[src/rtl/caf_peak_hold.sv]
`default_nettype none
// ============================================================================
// Module      : caf_peak_hold
// Description : Per-frame peak search over cross-ambiguity results, one
//               result per frequency bin, with a threshold detect flag.
// Revision    : 1.0 - initial release
// ============================================================================
module caf_peak_hold #(
  parameter int unsigned out_max_bits = 5,
  parameter int unsigned index_bits   = 3,
  parameter int unsigned freq_bins    = 8,
  parameter int unsigned freq_bits    = 3,
  parameter int unsigned threshold    = 16
) (
  input  logic                    clk,
  input  logic                    reset,
  input  logic                    m_axis_tvalid,
  output logic                    s_axis_tready,
  input  logic [out_max_bits-1:0] out_max,
  input  logic [index_bits-1:0]   index,
  output logic                    s_axis_tvalid,
  input  logic                    m_axis_tready,
  output logic [out_max_bits-1:0] peak_max,
  output logic [index_bits-1:0]   peak_index,
  output logic [freq_bits-1:0]    peak_freq,
  output logic                    detect
);

  typedef enum logic [1:0] {
    S_IDLE  = 2'd0,
    S_ACCUM = 2'd1,
    S_DONE  = 2'd2
  } state_t;

  localparam logic [freq_bits-1:0] c_last_bin  = freq_bits'(freq_bins - 1);
  localparam logic [freq_bits-1:0] c_bin_one   = freq_bits'(1);
  localparam logic [31:0]          c_threshold = 32'(threshold);

  state_t                  state_q, state_d;
  logic [freq_bits-1:0]    bin_q,   bin_d;
  logic                    valid_q, valid_d;
  logic [out_max_bits-1:0] max_q,   max_d;
  logic [index_bits-1:0]   idx_q,   idx_d;
  logic [freq_bits-1:0]    freq_q,  freq_d;
  logic                    det_q,   det_d;
  logic                    w_xfer;

  function automatic logic meets_threshold(input logic [out_max_bits-1:0] mag);
    return 32'(mag) >= c_threshold;
  endfunction

  // Ready is gated by reset so no transfer can be claimed while it is held.
  assign s_axis_tready = (state_q != S_DONE) && !reset;
  assign w_xfer        = m_axis_tvalid && s_axis_tready;

  assign s_axis_tvalid = valid_q;
  assign peak_max      = max_q;
  assign peak_index    = idx_q;
  assign peak_freq     = freq_q;
  assign detect        = det_q;

  always_comb begin
    state_d = state_q;
    bin_d   = bin_q;
    valid_d = valid_q;
    max_d   = max_q;
    idx_d   = idx_q;
    freq_d  = freq_q;
    det_d   = det_q;

    case (state_q)
      S_IDLE: begin
        if (w_xfer) begin
          max_d  = out_max;
          idx_d  = index;
          freq_d = '0;
          det_d  = meets_threshold(out_max);
          bin_d  = c_bin_one;
          if (c_last_bin == '0) begin
            state_d = S_DONE;
            valid_d = 1'b1;
          end else begin
            state_d = S_ACCUM;
          end
        end
      end

      S_ACCUM: begin
        if (w_xfer) begin
          // Strict compare: on a tie the earlier bin keeps the peak.
          if (out_max > max_q) begin
            max_d  = out_max;
            idx_d  = index;
            freq_d = bin_q;
            det_d  = meets_threshold(out_max);
          end
          if (bin_q == c_last_bin) begin
            state_d = S_DONE;
            valid_d = 1'b1;
          end else begin
            bin_d = bin_q + c_bin_one;
          end
        end
      end

      S_DONE: begin
        if (m_axis_tready) begin
          state_d = S_IDLE;
          valid_d = 1'b0;
          bin_d   = '0;
        end
      end

      default: begin
        state_d = S_IDLE;
        valid_d = 1'b0;
        bin_d   = '0;
      end
    endcase
  end

  always_ff @(posedge clk or posedge reset) begin
    if (reset) begin
      state_q <= S_IDLE;
      bin_q   <= '0;
      valid_q <= 1'b0;
      max_q   <= '0;
      idx_q   <= '0;
      freq_q  <= '0;
      det_q   <= 1'b0;
    end else begin
      state_q <= state_d;
      bin_q   <= bin_d;
      valid_q <= valid_d;
      max_q   <= max_d;
      idx_q   <= idx_d;
      freq_q  <= freq_d;
      det_q   <= det_d;
    end
  end

endmodule
`default_nettype wire

[config.mk]
export PLATFORM = sky130hd
export DESIGN_NAME = caf_peak_hold
export DESIGN_NICKNAME = d
export VERILOG_FILES = /design/src/rtl/caf_peak_hold.sv
export SDC_FILE = /design/constraint.sdc
export NUM_CORES = 1
export LEC_CHECK = 0
export BUFFER_PORTS_ARGS = -buffer_cell sky130_fd_sc_hd__buf_2
export CAP_MARGIN = 15
export CORE_UTILIZATION = 38
export DETAILED_ROUTE_END_ITERATION = 12
export PLACE_DENSITY_LB_ADDON = 0.05
export SLEW_MARGIN = 20
export SYNTH_ARGS = -nofsm -noshare
export SYNTH_HDL_FRONTEND = slang
export SYNTH_SLANG_ARGS = --single-unit
[constraint.sdc]
create_clock -name clk -period 2.35 [get_ports clk]
set_input_delay 0.47 -clock clk [delete_from_list [all_inputs] [get_ports clk]]
set_output_delay 0.47 -clock clk [all_outputs]
set_load 0.05 [all_outputs]
## After elaboration in Yosys (flattened, before gate mapping)

Index checks and enable logic that the tools add are counted.

| cells by class | value |
|---|---|
| add/subtract/negate cells | 1 |
| order comparisons | 2 |
| equality and inequality tests | 10 |
| mux-type cells | 30 |
| bitwise gates (word level) | 1 |
| reduce and logical (&&, ||, !) cells | 9 |

Operators by type and width:

| kind | count |
|---|---|
| two-way mux 3 bit | 10 |
| AND reduction 4 bit | 4 |
| two-way mux 5 bit | 3 |
| inequality test 2 bit (second input constant) | 7 |
| case mux 3 bit (2 select lines) | 2 |
| case mux 5 bit (2 select lines) | 1 |
| case mux 3 bit (3 select lines) | 1 |
| two-way mux 2 bit | 4 |
| two-way mux 1 bit | 6 |
| case mux 2 bit (3 select lines) | 1 |
| greater-or-equal comparator 5 bit (second input constant) | 1 |
| > comparator 5 bit | 1 |
| adder 3 x 1 -> 3 bit (second input constant) | 1 |
| equality test 3 bit (second input constant) | 1 |
| case mux 1 bit (3 select lines) | 1 |
| equality test 2 x 1 -> 1 bit (second input constant) | 1 |
| equality test 2 bit (second input constant) | 1 |
| logical AND 1 bit | 2 |
| zero test 2 bit | 1 |
| case mux 1 bit (2 select lines) | 1 |
| nonzero test 2 bit | 1 |
| zero test 1 bit | 1 |
| NOT 1 bit | 1 |

| storage, ports and cells | value |
|---|---|
| bits in registers | 18 |
| bits of input ports | 12 |
| output and inout port bits | 14 |
| logic and storage cells | 60 |

## Depth between registers and ports, before layout

Gate-level depths: netlist of the first run.

| depth | value |
|---|---|
| depth after elaboration | 5 |
| gate-level depth with buffers | 7 |
| depth with buffers taken out | 6 |

## Least setup slack after synthesis of the first run

OpenSTA, ideal clock, no wires.

| timing path | value |
|---|---|
| kind | flip-flop to flip-flop |
| start | register max_q[3], in the netlist peak_max[3] |
| end | register idx_q[0], in the netlist peak_index[0] |
| library setup time | 125 ps |
| arrival | 2077 ps |
| required time | 2225 ps |
| slack | 148 ps |
| stages on the path, launching flop included | 8 |
| path buffers | 1 |
| clock period less this slack | 2202 ps |
| cell sequence | dfrtp_1 inv_1 ha_1 and4_4 a311oi_2 o31a_4 buf_12 mux2_4 |

| on the way | value |
|---|---|
| longest elaborated chain between the ends | 3 |

Ends and longest elaborated chain:

| element | RTL line | source |
|---|---|---|
| start: declaration | 42 | `logic [out_max_bits-1:0] max_q, max_d;` |
| start signal: assignment | 135 | `max_q <= max_d;` |
| > comparator 5 bit | 91 | `if (out_max > max_q) begin` |
| inequality test 2 bit (no line) | -- |  |
| AND reduction 4 bit (no line) | -- |  |
| end signal: assignment | 136 | `idx_q <= idx_d;` |
| end: declaration | 43 | `logic [index_bits-1:0] idx_q, idx_d;` |

No other way between the ends.
A chain may end at the register's enable or synchronous reset.

## Worst setup path in the final report of the first run

| timing path | value |
|---|---|
| start | register max_q[3], in the netlist peak_max[3] |
| end | register det_q, in the netlist detect |

| on the way | value |
|---|---|
| longest elaborated chain between the ends | 3 |

Ends and longest elaborated chain:

| element | RTL line | source |
|---|---|---|
| > comparator 5 bit | 91 |  |
| inequality test 2 bit (no line) | -- |  |
| AND reduction 4 bit (no line) | -- |  |
| end signal: assignment | 138 | `det_q <= det_d;` |
| end: declaration | 45 | `logic det_q, det_d;` |

No other way between the ends.

==> reports/qor.yml, run 1 <==
cts_tree: "done"
pwr-share-seq: 0.326
synth_edf_count: 0
path_clk_slew_ns: 0.11
drive_above_1_share: 0.3889
hpwl_mm: 1.221
postCtsSetupBuffers: 0
max_freq_ghz: 0.5084
yosysMostFrequentCell: "dfrtp_1"
max_slew_margin: 0.5380
p_sw_mw: 0.8359
synthFlopType: "dfrtp_1"
synth_nets: 101
vias_per_cell: 4.906
antenna_found_initial: 0
syn_avg_cell_area_sq_um: 11.95
synth_adder_area_share: 0.08940
p_sw_frac: 0.4873
slowest_delay_ns: 0.38
synth_compound_area_frac: 0.1149
num_rows: 18
grt_pass1_vias: 634
vias: 677
cts_max_level: 1
synth_top_area_cell: "dfrtp_1"
wl_per_cell_microns: 11.93
crit_chain: "inv_1 > ha_1 > and4_4 > a311oi_2 > o31a_4 > mux2_1"
final_util: 0.4669
status: "finished clean"
async_reset_ff_frac: 1.000
dr.pass1.iters: 2
synth_top_area_frac: 0.4598
yosys.area_share.simple: 0.09195
die_x_microns: 52.78
postRouteWirelength_mm: 1.647
grt-ovfl-total: 0
grt_first_pass_wirelength_mm: 2.649
clockRootBuffer: "clkbuf_4"
synth_common_cells: "dfrtp_1, inv_1, ha_1, mux2_4, nand2_1"
use_met1: 0.1655
grt_max_degree: 19
holdWs_ns: 0.2964
seq_area_frac_synth: 0.4598
irDropWorstVdd_uv: 720.4
core_sq_mm: 0.002455
drc: 0
path_class: "register to register"
numCtsBuffers: 3
use_met2: 0.2215
ys_types: 27
synth_area_sq_um: 979.7
yosys_register_bits: 18
start_kind: "register"
final_cell_count_no_fill: 138
r2r_start: "peak_max[3]"
insertedDiodeCount: 0
synth-xor-area-share: 0
cts.sinks: 18
place_inst: 134
synth_top_family_by_area: "multiplexers"
port_buffers: 25
clkPwrFrac: 0.112
p_leak_nw: 0.5872
cp_top_family: "compound AO/OA/AOI/OAI gates"
crit_buf_inv: 1
p_per_area_mw_per_mm2: 1497
start_util: 0.3991
busiest_layer: "met2"
p_int_mw: 0.8796
hold_path_class: "input pin to async pin"
maxCapViolations: 0
cp_max_fo: 12
ctsResizeCount: 0
end_kind: "register"
comb_power_share: 0.562
critPathLaunch: "peak_max[3]"
antenna_left: 0
ioPinCount: 26
ys.warnings.count: 0
fin_nets: 128
synthMuxAreaShare: 0.1724
crit_required_ns: 2.53
insertion_delay_ns: 0.29
area_growth_pct: 16.99
fin_crit_sh: 0.8370
crit_arrival_ns: 2.15
worst_pin_slew_ns: 0.6922
setup_tns_ns: 0
synthCells: 82
gp_congestion: 0.7445
die_y_microns: 52.78
rsz0062_at_grt: "false"
final-hold-violation-count: 0
first_iter_violations: 4
skew_ns: 0.002922
setup_viol: 0
clk_path_buf_depth: 2
power_mw: 1.716
crit_slowest_cell: "dfrtp_1"
fin_crit_ns: 1.967
synthTopCellsByArea: "dfrtp_1, mux2_4, ha_1"
groute.usage.overall: 0.1345
holdBufCountCts: 0
met3_usage: 0.02609
drv_slew: 0
dieArea_sq_mm: 0.002785
cells in the final DEF, fill, tap and decap left out, drive strengths merged:
cell type / count
o211ai: 1
nand2b: 2
mux2: 10
o31a: 1
nand2: 5
and4: 1
mux2i: 3
inv: 10
a311oi: 1
o21ai: 5
nor2b: 1
clkbuf: 4
nand3: 1
a22o: 2
nor2: 4
a21oi: 4
buf: 25
nand3b: 1
nor4: 1
a31oi: 1
dfrtp: 18
ha: 7
power groups by stage:
stage                     registers, mW  clock network, mW  logic [mW]
after floorplan                   0.940                  0       0.421
after global placement            0.564                  0       0.969
after detailed placement          0.567                  0       0.972
after CTS                         0.563              0.198       0.975
after global routing              0.583              0.213        1.04
final                             0.560              0.192       0.963
stage by stage:
step	area (sq um)	setup slack [ns]
3_3_place_gp	1110	0.2008
5_1_grt	1146	0.2848
6_report	1146	0.3831
3_5_place_dp	1110	0.1717
2_1_floorplan	979.7	0.1478
4_1_cts	1146	0.3609
metal layers:
layer,up-vias,part of all wire
met5,-,0
met4,0,0.0091
met3,2,0.040
met2,14,0.47
met1,324,0.48
li1,337,-
kinds of logic (layout without fill, tap and decap cells):
logic type                 Yosys count  after routing
adders and majority gates            7              7
and+or+nand+nor                     16             16
muxes                               13             13
buffers and inverters               13             39
DFF                                 18             18
AOI/OAI and AO/OA                   15             15
final timing paths:
path	endpoint	cells after the start	slack, ns
min	bin_q[0]	2	0.30
max	detect	6	0.38
max in group asynchronous	peak_freq[2]	2	1.62
min in group clk	peak_index[0]	2	0.40
min reg2reg	detect	1	0.50
max reg2reg	detect	6	0.38
state kept, by name, indices dropped and copies added (netlist names):
register	flops
peak_freq	3
bin_q	3
peak_index	3
s_axis_tvalid	1
state_q	2
peak_max	5
detect	1
final cells by class:
type                       count  area (sq um)
timing repair buffer          25         125.1
sequential                    18         450.4
fill                         236          1309
multi-input combinational     51         459.2
tap                           30         37.54
clock buffer                   4         36.28
inverter                      10         37.54
Power figures use the tool's default switching activity.
==> run 2: changes to the inputs <==
- ABC_AREA: unset -> 1
- clock period: 2.35 -> 1.9 ns (I/O delays scaled with it)
==> run 2 against run 1 <==
Effect of this change:
- register-to-register slack worse by 0.11 ns
- flip-flop and latch count stayed put
- power is 26% higher
- sequential power is 18% higher
- final cell count is 29% higher
- via count is 27% higher
- critical endpoint is now peak_freq[2]
==> reports/qor.yml, run 2 <==
synth_area_sq_mm: 0.001056  # was 979.7 sq um
gp_congestion: 0.7284  # was 0.7445
p_per_area_mw_per_mm2: 1747  # was 1497 mW/mm^2
final_cell_area_sq_mm: 0.001234  # was 0.001146 sq mm
vias_per_cell: 4.815  # was 4.906
ioPinCount: 26  # unchanged
antenna_left: 0  # unchanged
crit_slowest_cell: "dfrtp_1"  # unchanged
setup_viol: 0  # unchanged
ctsResizeCount: 0  # unchanged
crit_required_ns: 2.09  # was 2.53 ns
num_rows: 18  # unchanged
setup_tns_ns: 0  # unchanged
dieArea_sq_mm: 0.002994  # was 0.002785 sq mm
synth_top_area_frac: 0.4265  # was 0.4598
core_sq_mm: 0.002545  # was 0.002455 sq mm
place_inst: 174  # was 134
postRouteWirelength_mm: 2.057  # was 1.647 mm
groute.usage.overall: 0.1623  # was 0.1345
grt_first_pass_wirelength_mm: 3.498  # was 2.649 mm
seq_area_frac_synth: 0.4265  # was 0.4598
fin_crit_ns: 1.626  # was 1.967 ns
holdBufCountCts: 0  # unchanged
die_x_microns: 54.72  # was 52.78 microns
clkPwrFrac: 0.113  # was 0.112
postCtsSetupBuffers: 0  # unchanged
worst_pin_slew_ns: 0.3017  # was 0.6922 ns
final-hold-violation-count: 0  # unchanged
antenna_found_initial: 0  # unchanged
ys.warnings.count: 0  # unchanged
start_kind: "register"  # unchanged
synth_edf_count: 0  # unchanged
syn_avg_cell_area_sq_um: 8.800  # was 11.95 sq um
p_sw_frac: 0.5280  # was 0.4873
final_util: 0.4848  # was 0.4669
yosysMostFrequentCell: "nand2_1"  # was dfrtp_1
drive_above_1_share: 0.3919  # was 0.3889
wl_per_cell_microns: 11.56  # was 11.93 microns
hold_path_class: "input pin to async pin"  # unchanged
insertion_delay_ns: 0.29  # about the same
skew_ns: 0.004984  # was 0.002922 ns
drc: 0  # unchanged
layout_commonest_cell: "buf_2"  # unchanged
max_freq_ghz: 0.6149  # was 0.5084 GHz
vias: 857  # was 677
rsz0062_at_grt: "false"  # unchanged
maxCapViolations: 0  # unchanged
dp_slack_ns: 0.2000  # was 0.1717 ns
port_buffers: 25  # unchanged
setup_slack_ns: 0.2737  # was 0.3831 ns
irDropWorstVdd_uv: 914.2  # was 720.4 uV
cts_max_level: 1  # unchanged
grt_max_degree: 19  # unchanged
path_class: "register to register"  # unchanged
hpwl_mm: 1.588  # was 1.221 mm
fin_crit_sh: 0.8559  # was 0.8370
synth_top_area_cell: "dfrtp_1"  # unchanged
end_kind: "register"  # unchanged
clk_path_buf_depth: 2  # unchanged
max_slew_margin: 0.7981  # was 0.5380
async_reset_ff_frac: 1.000  # unchanged
p_leak_nw: 0.6809  # was 0.5872 nW
final_cell_count_no_fill: 178  # was 138
status: "finished clean"  # unchanged
area_growth_pct: 16.82  # was 16.99%
dr.pass1.iters: 3  # was 2
grt-ovfl-total: 0  # unchanged
drv_slew: 0  # unchanged
cp_max_fo: 12  # unchanged
post_dp_cell_area_sq_mm: 0.001197  # was 0.001110 sq mm
largest_register_ffs: 5  # unchanged
p_int_mw: 1.017  # was 0.8796 mW
path_clk_slew_ns: 0.11  # about the same
synthFlopType: "dfrtp_1"  # unchanged
slowest_delay_ns: 0.40  # was 0.38 ns
grt_pass1_vias: 839  # was 634
synth_common_cells: "nand2_1, dfrtp_1, nand2_2, inv_1, nand3_1"  # was dfrtp_1, inv_1, ha_1, mux2_4, nand2_1
first_iter_violations: 6  # was 4
cts_tree: "done"  # unchanged
synthCells: 120  # was 82
p_sw_mw: 1.138  # was 0.8359 mW
yosys_register_bits: 18  # unchanged
die_y_microns: 54.72  # was 52.78 microns
pwr-share-seq: 0.305  # was 0.326
synth_nets: 139  # was 101
synthTopCellsByArea: "dfrtp_1, nand2_2, ha_1"  # was dfrtp_1, mux2_4, ha_1
crit_arrival_ns: 1.82  # was 2.15 ns
numCtsBuffers: 3  # unchanged
ys_types: 21  # was 27
cts.sinks: 18  # unchanged
comb_power_share: 0.582  # was 0.562
insertedDiodeCount: 0  # unchanged
clockRootBuffer: "clkbuf_4"  # unchanged
crit_chain: "inv_1 > ha_1 > nand2_1 > nor2_4 > a21oi_1 > nand2_2 > nand2_4 > nand2_4 > nand2_2 > nand2_1"  # was inv_1 > ha_1 > and4_4 > a311oi_2 > o31a_4 > mux2_1
start_util: 0.4149  # was 0.3991
fin_nets: 168  # was 128
final_cell_mix: "buf_2, nand2_1, dfrtp_1, nand2_2"  # was buf_2, dfrtp_1, inv_1, mux2_4, ha_1
-- run 2: cell types whose count changed after synthesis, sizes merged, moves of 2 or more --
cell / previous run / this run
nand2: 5 / 40
nand3: 1 / 15
mux2: 10 / 0
inv: 10 / 15
nor2: 4 / 9
mux2i: 3 / 0
a22o: 2 / 0
nand2b: 2 / 0
-- run 2: path summary, 6_finish.rpt --
check / cells past startpoint / startpoint / slack, ns / end
worst max-delay path: 10 / peak_max[2] / 0.27 / peak_freq[2]
worst min-delay path: 3 / reset / 0.14 / state_q[0]
worst max register to register: 10 / peak_max[2] / 0.27 / peak_freq[2]
worst min register to register: 2 / s_axis_tvalid / 0.49 / s_axis_tvalid
max in group asynchronous: 3 / reset / 1.56 / bin_q[2]
min in group clk: 2 / m_axis_tready / 0.28 / state_q[1]
-- run 2: cell families after synthesis --
family	after synthesis	share of synthesized area
AOI/OAI and AO/OA	12	0.06161
adders and majority gates	7	0.08293
buffers and inverters	19	0.09123
DFF	18	0.4265
and+or+nand+nor	64	0.3377
-- run 2: power groups by stage --
stage               Clock (mW)  Sequential [mW]  Combinational [mW]
floorplan                    0             1.07               0.623
global placement             0            0.669                1.25
detailed placement           0            0.670                1.26
CTS                      0.252            0.660                1.27
global route             0.266            0.681                1.39
finish                   0.243            0.658                1.25
-- run 2: metrics by stage --
| step | hold WS [ns] | power (mW) |
|---|---|---|
| CTS | 0.1462 | 2.180 |
| floorplan | 0.2620 | 1.697 |
| global route | 0.1727 | 2.334 |
| finish | 0.1358 | 2.155 |
| detailed placement | 0.4647 | 1.931 |
| global placement | 0.4633 | 1.923 |
-- run 2: worst max-delay path, delay by kind of cell (launching register included) --
kind	cells	cell delay [ns]
simple gates	7	0.64
compound gates	1	0.14
fa+ha+maj	1	0.28
buf+inv	1	0.06
flops	1	0.40
-- run 2: metal layers --
layer  vias up  track usage  share of wire
met4         0      0.05128         0.0044
met2        19       0.3032           0.48
li1        438            -              -
met3         2      0.02500          0.034
met5         -            0              0
met1       398       0.1844           0.48
-- run 2: final cells by class --
class                           instances  area, sq um
Tap cell                               30        37.54
Fill cell                             272         1311
Clock buffer                            4        36.28
Sequential cell                        18        450.4
Timing Repair Buffer                   27        140.1
Inverter                               16        60.06
Multi-Input combinational cell         83        509.2
==> run 3: changes to the inputs <==
- CORE_MARGIN: unset -> 2
- CORE_UTILIZATION: 38 -> 50
==> run 3 against run 2 <==
Effect of this change:
- utilization increased by 13 points
- worst hold slack improved by 0.0064 ns
- flip-flop and latch count stayed put
- register-to-register slack got worse by 0.03 ns
- power down 1.3%
- count of clock-buffer cells in the layout unchanged
- sequential share of layout area grew 0.34 points
- maximum frequency fell by 2.0%
- clock skew hardly changed
- first-iteration DRC count rose to 3.3 times the previous value
- global-route usage is 1.5 points higher
- via count down 0.58%
- highest routed layer unchanged
==> reports/qor.yml, run 3 (synthesis results as in run 2) <==
status: "finished clean"  # unchanged
fin_nets: 167  # was 168
comb_power_share: 0.580  # was 0.582
end_kind: "register"  # unchanged
p_sw_frac: 0.5301  # was 0.5280
use_met2: 0.2756  # was 0.3032
vias_per_cell: 4.897  # was 4.815
final_cell_count_no_fill: 174  # was 178
dr.pass1.iters: 4  # was 3
maxCapViolations: 0  # unchanged
groute.usage.overall: 0.1773  # was 0.1623
path_common_cell: "nand2_1"
pwr-share-seq: 0.308  # was 0.305
dieArea_sq_mm: 0.002496  # was 0.002994 sq mm
clockRootBuffer: "clkbuf_4"  # unchanged
p_sw_mw: 1.127  # was 1.138 mW
crit_required_ns: 2.09  # about the same
place_inst: 170  # was 174
vias: 852  # was 857
setup_tns_ns: 0  # unchanged
drive_above_1_share: 0.3878  # was 0.3919
final_util: 0.6168  # was 0.4848
crit_buf_inv: 1  # unchanged
port_buffers: 25  # unchanged
num_rows: 16  # was 18
endpoint: "peak_max[4]"  # was peak_freq[2]
path_clk_slew_ns: 0.11  # about the same
cts.sinks: 18  # unchanged
wl_per_cell_microns: 11.30  # was 11.56 microns
final_cell_area_sq_mm: 0.001222  # was 0.001234 sq mm
postRouteWirelength_mm: 1.967  # was 2.057 mm
crit_slowest_cell: "dfrtp_1"  # unchanged
grt-ovfl-total: 0  # unchanged
use_met1: 0.2359  # was 0.1844
critical_path_depth: 10  # unchanged
largest_register_ffs: 5  # unchanged
r2r_slack_ns: 0.24  # was 0.27 ns
setup_viol: 0  # unchanged
slowest_delay_ns: 0.40  # about the same
postCtsSetupBuffers: 0  # unchanged
clkPwrFrac: 0.111  # was 0.113
r2r_start: "peak_max[2]"  # unchanged
skew_ns: 0.005184  # was 0.004984 ns
hpwl_mm: 1.486  # was 1.588 mm
drc: 0  # unchanged
cp_max_fo: 12  # unchanged
drv_slew: 0  # unchanged
ctsResizeCount: 0  # unchanged
first_iter_violations: 20  # was 6
final-hold-violation-count: 0  # unchanged
post_dp_cell_area_sq_mm: 0.001186  # was 0.001197 sq mm
cts_max_level: 1  # unchanged
cp_top_family: "simple AND/OR/NAND/NOR gates"  # unchanged
start_kind: "register"  # unchanged
irDropWorstVdd_uv: 1044  # was 914.2 uV
fin_crit_ns: 1.659  # was 1.626 ns
rsz0062_at_grt: "false"  # unchanged
fin_crit_sh: 0.8731  # was 0.8559
met3_usage: 0.03636  # was 0.02500
timing.rr.end: "peak_max[4]"  # was peak_freq[2]
antenna_found_initial: 0  # unchanged
area_growth_pct: 15.76  # was 16.82%
die_x_microns: 49.96  # was 54.72 microns
p_per_area_mw_per_mm2: 1739  # was 1747 mW/mm^2
fillers: 180  # was 272
cts_tree: "done"  # unchanged
r2r_cells: 10  # unchanged
crit_arrival_ns: 1.85  # was 1.82 ns
grt_max_degree: 19  # unchanged
final_cell_mix: "buf_2, nand2_1, dfrtp_1, nand2_2"  # unchanged
busiest_layer: "met2"  # unchanged
setup_slack_ns: 0.2411  # was 0.2737 ns
critPathLaunch: "peak_max[2]"  # unchanged
start_util: 0.5328  # was 0.4149
layout_commonest_cell: "buf_2"  # unchanged
max_freq_ghz: 0.6028  # was 0.6149 GHz
clk_path_buf_depth: 2  # unchanged
insertion_delay_ns: 0.29  # about the same
gp_congestion: 0.7705  # was 0.7284
holdWs_ns: 0.1422  # was 0.1358 ns
worst_pin_slew_ns: 0.3174  # was 0.3017 ns
p_int_mw: 0.9991  # was 1.017 mW
ioPinCount: 26  # unchanged
power_mw: 2.126  # was 2.155 mW
hold_path_class: "input pin to async pin"  # unchanged
grt_first_pass_wirelength_mm: 3.284  # was 3.498 mm
insertedDiodeCount: 0  # unchanged
antenna_left: 0  # unchanged
holdBufCountCts: 0  # unchanged
path_class: "register to register"  # unchanged
core_sq_mm: 0.001982  # was 0.002545 sq mm
grt_pass1_vias: 764  # was 839
die_y_microns: 49.96  # was 54.72 microns
numCtsBuffers: 3  # unchanged
p_leak_nw: 0.6762  # was 0.6809 nW
dp_slack_ns: 0.1367  # was 0.2000 ns
max_slew_margin: 0.7876  # was 0.7981
crit_chain: "inv_1 > ha_1 > nand2_1 > nor2_4 > a21oi_1 > nand2_2 > nand2_4 > nand2_4 > nand2_1 > nand2_1"  # was inv_1 > ha_1 > nand2_1 > nor2_4 > a21oi_1 > nand2_2 > nand2_4 > nand2_4 > nand2_2 > nand2_1
run 3: power by group through the flow:
stage / sequential [mW] / combinational (mW) / clock (mW)
3_3_place_gp: 0.658 / 1.21 / 0
3_5_place_dp: 0.665 / 1.24 / 0
2_1_floorplan: 1.07 / 0.623 / 0
5_1_grt: 0.678 / 1.35 / 0.263
6_report: 0.655 / 1.23 / 0.237
4_1_cts: 0.658 / 1.25 / 0.245
run 3: how the worst min path moves through the flow:
| stage | startpoint | endpoint | slack (ns) |
|---|---|---|---|
| after floorplan | reset | bin_q[0] | 0.26 |
| after global placement | reset | state_q[0] | 0.46 |
| after detailed placement | detect | detect | 0.46 |
| after CTS | reset | peak_max[2] | 0.14 |
| after global routing | reset | peak_max[1] | 0.15 |
| final | reset | peak_freq[0] | 0.14 |
run 3: tightest hold or removal path: stages:
cell	delay (ns)
buf_2	0.10
clkinv_1	0.07
buf_4	0.27
run 3: routing by layer:
layer / vias up / part of all wire / routed length (microns)
met1: 397 / 0.48 / 936
li1: 432 / - / -
met5: - / 0 / 0
met4: 0 / 0.017 / 34
met2: 19 / 0.47 / 926
met3: 4 / 0.035 / 69
run 3: layout make-up:
type	count	area, sq um	share of cell area
well taps	27	33.78	0.02764
repair buffers	26	132.6	0.1085
flip-flops and latches	18	450.4	0.3685
multi-input cells	83	509.2	0.4166
inverters	16	60.06	0.04913
clock buffers	4	36.28	0.02968
